===== config.mk =====
export PLATFORM = sky130hd
export DESIGN_NAME = muldiv_unit
export DESIGN_NICKNAME = d
export VERILOG_FILES = /design/src/rtl/muldiv_unit.sv
export SDC_FILE = /design/constraint.sdc
export NUM_CORES = 1
export LEC_CHECK = 0
export BUFFER_PORTS_ARGS = -buffer_cell sky130_fd_sc_hd__buf_2
export CAP_MARGIN = 20
export CORE_AREA = 2 2 234 236
export CTS_CLUSTER_SIZE = 24
export DETAILED_ROUTE_END_ITERATION = 10
export DIE_AREA = 0 0 236 238
export PLACE_DENSITY_LB_ADDON = 0.3
export RECOVER_POWER = 100
export SYNTH_ARGS = -nofsm -noshare
export SYNTH_HDL_FRONTEND = slang
export SYNTH_SLANG_ARGS = --single-unit

===== constraint.sdc =====
create_clock -name clk -period 5.4 [get_ports clk]
set_clock_uncertainty 0.2 [all_clocks]
set_input_delay 0.27 -clock clk [delete_from_list [all_inputs] [get_ports clk]]
set_output_delay 0.27 -clock clk [all_outputs]
set_load 0.01 [all_outputs]

===== src/rtl/muldiv_unit.sv =====
// Iterative MIPS multiply/divide unit with architectural HI/LO registers.
// Shift-add multiply and restoring divide, one bit per cycle.
module muldiv_unit #(
    parameter int WIDTH = 32
) (
    input  logic             clk,
    input  logic             rst,
    input  logic             start,
    input  logic [5:0]       func,
    input  logic [WIDTH-1:0] input1,
    input  logic [WIDTH-1:0] input2,
    output logic             busy,
    output logic             done,
    output logic             div_by_zero,
    output logic [WIDTH-1:0] hi,
    output logic [WIDTH-1:0] lo,
    output logic [WIDTH-1:0] out
);

    localparam int CW = $clog2(WIDTH);
    localparam logic [CW-1:0] LAST = CW'(WIDTH - 1);

    localparam logic [5:0] F_MFHI  = 6'b010000;
    localparam logic [5:0] F_MFLO  = 6'b010010;
    localparam logic [5:0] F_MULT  = 6'b011000;
    localparam logic [5:0] F_MULTU = 6'b011001;
    localparam logic [5:0] F_DIV   = 6'b011010;
    localparam logic [5:0] F_DIVU  = 6'b011011;

    typedef enum logic [1:0] {
        IDLE,
        RUN,
        FIN
    } state_t;

    state_t state;

    logic             op_div;
    logic             neg_q;
    logic             neg_r;
    logic [CW-1:0]    cnt;
    logic [WIDTH-1:0] opnd;
    logic [2*WIDTH-1:0] acc;

    logic             is_mul;
    logic             is_div;
    logic             is_signed;
    logic             sign1;
    logic             sign2;
    logic [WIDTH-1:0] mag1;
    logic [WIDTH-1:0] mag2;

    always_comb begin
        is_mul    = 1'b0;
        is_div    = 1'b0;
        is_signed = 1'b0;
        case (func)
            F_MULT: begin
                is_mul    = 1'b1;
                is_signed = 1'b1;
            end
            F_MULTU: is_mul = 1'b1;
            F_DIV: begin
                is_div    = 1'b1;
                is_signed = 1'b1;
            end
            F_DIVU: is_div = 1'b1;
            default: ;
        endcase
    end

    assign sign1 = is_signed & input1[WIDTH-1];
    assign sign2 = is_signed & input2[WIDTH-1];
    assign mag1  = sign1 ? -input1 : input1;
    assign mag2  = sign2 ? -input2 : input2;

    // acc holds {partial product, multiplier} for multiply and
    // {remainder, dividend/quotient} for divide
    logic [WIDTH:0]     mul_sum;
    logic [WIDTH:0]     div_shift;
    logic [WIDTH+1:0]   div_diff;
    logic [2*WIDTH-1:0] acc_next;

    always_comb begin
        mul_sum   = {1'b0, acc[2*WIDTH-1:WIDTH]}
                  + {1'b0, (acc[0] ? opnd : {WIDTH{1'b0}})};
        div_shift = acc[2*WIDTH-1:WIDTH-1];
        div_diff  = {1'b0, div_shift} - {2'b00, opnd};
        if (!op_div)
            acc_next = {mul_sum, acc[WIDTH-1:1]};
        else if (div_diff[WIDTH+1])
            acc_next = {div_shift[WIDTH-1:0], acc[WIDTH-2:0], 1'b0};
        else
            acc_next = {div_diff[WIDTH-1:0], acc[WIDTH-2:0], 1'b1};
    end

    logic [2*WIDTH-1:0] prod_fix;
    logic [WIDTH-1:0]   quo_raw;
    logic [WIDTH-1:0]   rem_raw;
    logic [WIDTH-1:0]   quo_fix;
    logic [WIDTH-1:0]   rem_fix;

    always_comb begin
        prod_fix = neg_q ? -acc_next : acc_next;
        quo_raw  = acc_next[WIDTH-1:0];
        rem_raw  = acc_next[2*WIDTH-1:WIDTH];
        quo_fix  = neg_q ? -quo_raw : quo_raw;
        rem_fix  = neg_r ? -rem_raw : rem_raw;
    end

    always_ff @(posedge clk) begin
        if (rst) begin
            state       <= IDLE;
            busy        <= 1'b0;
            done        <= 1'b0;
            div_by_zero <= 1'b0;
            hi          <= '0;
            lo          <= '0;
            cnt         <= '0;
            acc         <= '0;
            opnd        <= '0;
            op_div      <= 1'b0;
            neg_q       <= 1'b0;
            neg_r       <= 1'b0;
        end else begin
            case (state)
                IDLE, FIN: begin
                    state       <= IDLE;
                    done        <= 1'b0;
                    div_by_zero <= 1'b0;
                    if (start && (is_mul || is_div)) begin
                        if (is_div && input2 == '0) begin
                            hi          <= input1;
                            lo          <= '1;
                            done        <= 1'b1;
                            div_by_zero <= 1'b1;
                            state       <= FIN;
                        end else begin
                            op_div <= is_div;
                            neg_q  <= sign1 ^ sign2;
                            neg_r  <= sign1;
                            opnd   <= is_div ? mag2 : mag1;
                            acc    <= {{WIDTH{1'b0}},
                                       (is_div ? mag1 : mag2)};
                            cnt    <= '0;
                            busy   <= 1'b1;
                            state  <= RUN;
                        end
                    end
                end
                RUN: begin
                    acc <= acc_next;
                    cnt <= cnt + 1'b1;
                    if (cnt == LAST) begin
                        busy  <= 1'b0;
                        done  <= 1'b1;
                        state <= FIN;
                        if (op_div) begin
                            hi <= rem_fix;
                            lo <= quo_fix;
                        end else begin
                            hi <= prod_fix[2*WIDTH-1:WIDTH];
                            lo <= prod_fix[WIDTH-1:0];
                        end
                    end
                end
                default: state <= IDLE;
            endcase
        end
    end

    always_comb begin
        out = '0;
        if (func == F_MFHI)
            out = hi;
        else if (func == F_MFLO)
            out = lo;
    end

endmodule


==> key figures <==
Run status
  • Status: complete, but fails checks
  • Failing checks: capacitance limit, slew limit

Global route
  • Total Routing Usage GR: 24.2%
  • First-pass GRT wire length: 104000 µm
  • Vias in the first global route: 16300
  • Grt total ovfl: 0
  • Initial antenna violation count: 2
  • Largest net degree at the start of global routing: 96

Logic synthesis
  • Mapped Area: roughly 0.016 mm²
  • Synth cell count leaders: 280 x nor2_1, 204 x a21oi_1, 203 x nand2_1
  • Cell count after synthesis: ~2200
  • #FFs+latches synth: approximately 170
  • Number of synthesized flops with an enable pin: 0
  • Ys async rst share: 0%
  • Synth cell types: 88
  • Post-synthesis sequential area ratio: 21.8%
  • Largest area contributor in the netlist: dfxtp_1
  • Cells taking the most area after synthesis: dfxtp_1 22%, nor2_1 6.6%, a21oi_1 6.4%
  • YS warnings: 0
  • Top-count cell post-synth: nor2_1
  • Yosys top cell area share: 21.8%
  • Mean area per synthesized cell: 7.20 µm²
  • Main synth FF type: dfxtp_1
  • Syn nets: ~2400

Timing
  • Hold Fails Final Rpt: 0
  • RSZ-0062 raised after global routing: false
  • Max Fclk: 193 MHz
  • Max-slew violation count: 92
  • Slew HR: -40.1%
  • Worst-Margin Slew: 2100 ps
  • Clock period minus worst slack: 5190 ps
  • Setup TNS: 0 ps
  • Final Setup Violations: 0
  • Final Cycle Share: 96.1%

Job
  • Max-cap violations: 3

Place
  • PortBufs: ~170
  • Placer congestion estimate: 0.971
  • DP Area: roughly 0.018 mm²
  • Post-DP HPWL: 55000 µm

Final layout
  • Area Growth Syn to Fin: 15.2%
  • Net count, final: about 2500
  • Fin area: 0.0183 mm²
  • Share of cells above drive strength 1: 10.0%
  • Fillers: 5815

Critical path
  • Worst r2r src: opnd[13]$_SDFFE_PP0P_
  • CP endpoint kind: flip-flop
  • Cells along the critical path: dlygate4sd3_1 -> clkbuf_1 -> inv_1 -> ha_1 -> nand2_1 -> or3_1 -> nor3b_1 -> clkbuf_1 -> and2_0 -> a31oi_1 -> clkbuf_1 -> nor2_1 -> a311oi_1 -> dlygate4sd3_1
  • CP startpoint: input2[0]
  • CP max stage cell: clkbuf_1
  • CP dominant cell by count: clkbuf_1
  • CP peak stage delay: 1570 ps
  • Crit-path max FO: 28
  • CP required: 5620 ps
  • Worst setup SP type: input port
  • Critical setup path kind: input port to flip-flop
  • Worst Path Arrival: around 5400 ps

Floorplan
  • Initial Util: between 20 and 30%
  • # rows: 85
  • Core area: 0.0535 mm²
  • Ports: 172
  • Die area: 0.0562 mm²
  • Die X: 236 µm
  • Die span in y: around 240 µm

Detailed routing
  • Via density per instance: slightly below 6
  • DRC viols: 0
  • Routed vias: 17800
  • WL final: 70500 µm
  • Wirelength per Cell: 23.1 µm
  • Remaining antenna violation count: 0
  • Initial DRC Count: 1943
  • Pre-Repair DR Iteration Count: 6

Clock tree
  • Root buffer cell: clkbuf_16
  • H-tree Lvls: 4
  • Post-CTS repair timing setup buffer count: 0
  • Clock sink count: 173
  • Clk_lat worst skew: 480 ps
  • Clk pin slew, worst setup/hold paths: 70 ps
  • CTS Buffer Depth: 2
  • CTS buffer count: 17
  • CTS tree: built

Power
  • Max VDD drop: 224 µV
  • Pwr per Cell Area: 175 mW/mm²
  • Total leakage power: ~7.0 nW

Hold path
  • Hold WC Path Type: input port to flip-flop
  • HP Start: input1[21]
kinds of logic after synthesis:
family	Yosys count	share of synthesized area, %
simple gates	823	24.5
compound gates	670	27.9
buf+inv	217	5.22
flops	173	21.8
xor+xnor	153	8.42
mux	101	6.46
fa+ha+maj	72	5.76
timing repair:
action / CTS / global route
endpoints found under the hold margin: 40 / 0
resized for setup: 0 / 11
hold buffers: 14 / 0
endpoints found under the setup margin: 0 / 11
registers in the layout, indices dropped and copies added, names as in the netlist:
register     flops
acc             64
opnd            32
op_div           1
state            2
busy             1
done             1
div_by_zero      1
neg_q            1
neg_r            1
cnt              5
lo              32
hi              32
worst max-delay path: cells and delay by family:
family	cells	cell delay [ps]
buf+inv	6	3180
simple gates	5	800
compound gates	2	900
fa+ha+maj	1	230
final timing paths:
| check | end | slack, ps | cells past startpoint |
|---|---|---|---|
| worst max register to register | hi[23]$_SDFFE_PP0P_ | 230 | 15 |
| worst max-delay path | opnd[0]$_SDFFE_PP0P_ | 210 | 14 |
| worst min register to register | opnd[14]$_SDFFE_PP0P_ | 270 | 2 |
| worst min-delay path | hi[21]$_SDFFE_PP0P_ | 20 | 3 |
stage by stage:
stage               utilization (%)  hold slack [ps]  total power [mW]  cells  worst slack [ps]
floorplan                         -              229              1.66   2209               396
global placement               33.1              252              1.89   3005               340
detailed placement             33.1              261              1.89   3005               233
CTS                            34.5             4.10              3.20   3051               212
global route                   34.2             33.8              3.31   3052              5.18
finish                         34.2             23.2              3.21   3053               212
layer usage:
layer	wire length (µm)	global-route usage (%)	vias up
met3	5270	3.97	105
met5	0	0	-
li1	-	-	8334
met1	31600	33.4	8542
met2	31400	37.9	795
met4	2220	8.26	0
final cells by class:
cell class	instances	area [µm²]	share of cell area (%)
timing repair buffer	266	1460	7.95
sequential	173	3470	18.9
antenna	2	5.00	0.0273
clock inverter	11	133	0.724
clock buffer	21	460	2.51
tap	696	871	4.75
inverter	65	244	1.33
multi-input combinational	1819	11700	63.8
power by group:
| group | internal (mW) | switching, mW |
|---|---|---|
| Sequential | 1.28 | 0.00913 |
| Combinational | 0.205 | 0.397 |
| Clock | 0.711 | 0.601 |
layout by cell type (no fill, tap or decap), types with 67 or more instances in the layout:
master / count
mux2i_1: 88
buf_4: 67
xnor2_1: 95
clkbuf_1: 109
a21oi_1: 200
nor3_1: 79
o21ai_0: 103
nor2_1: 279
buf_2: 70
nand2_1: 203
ha_1: 70
dfxtp_1: 172
(Power assumes the default switching activity.)
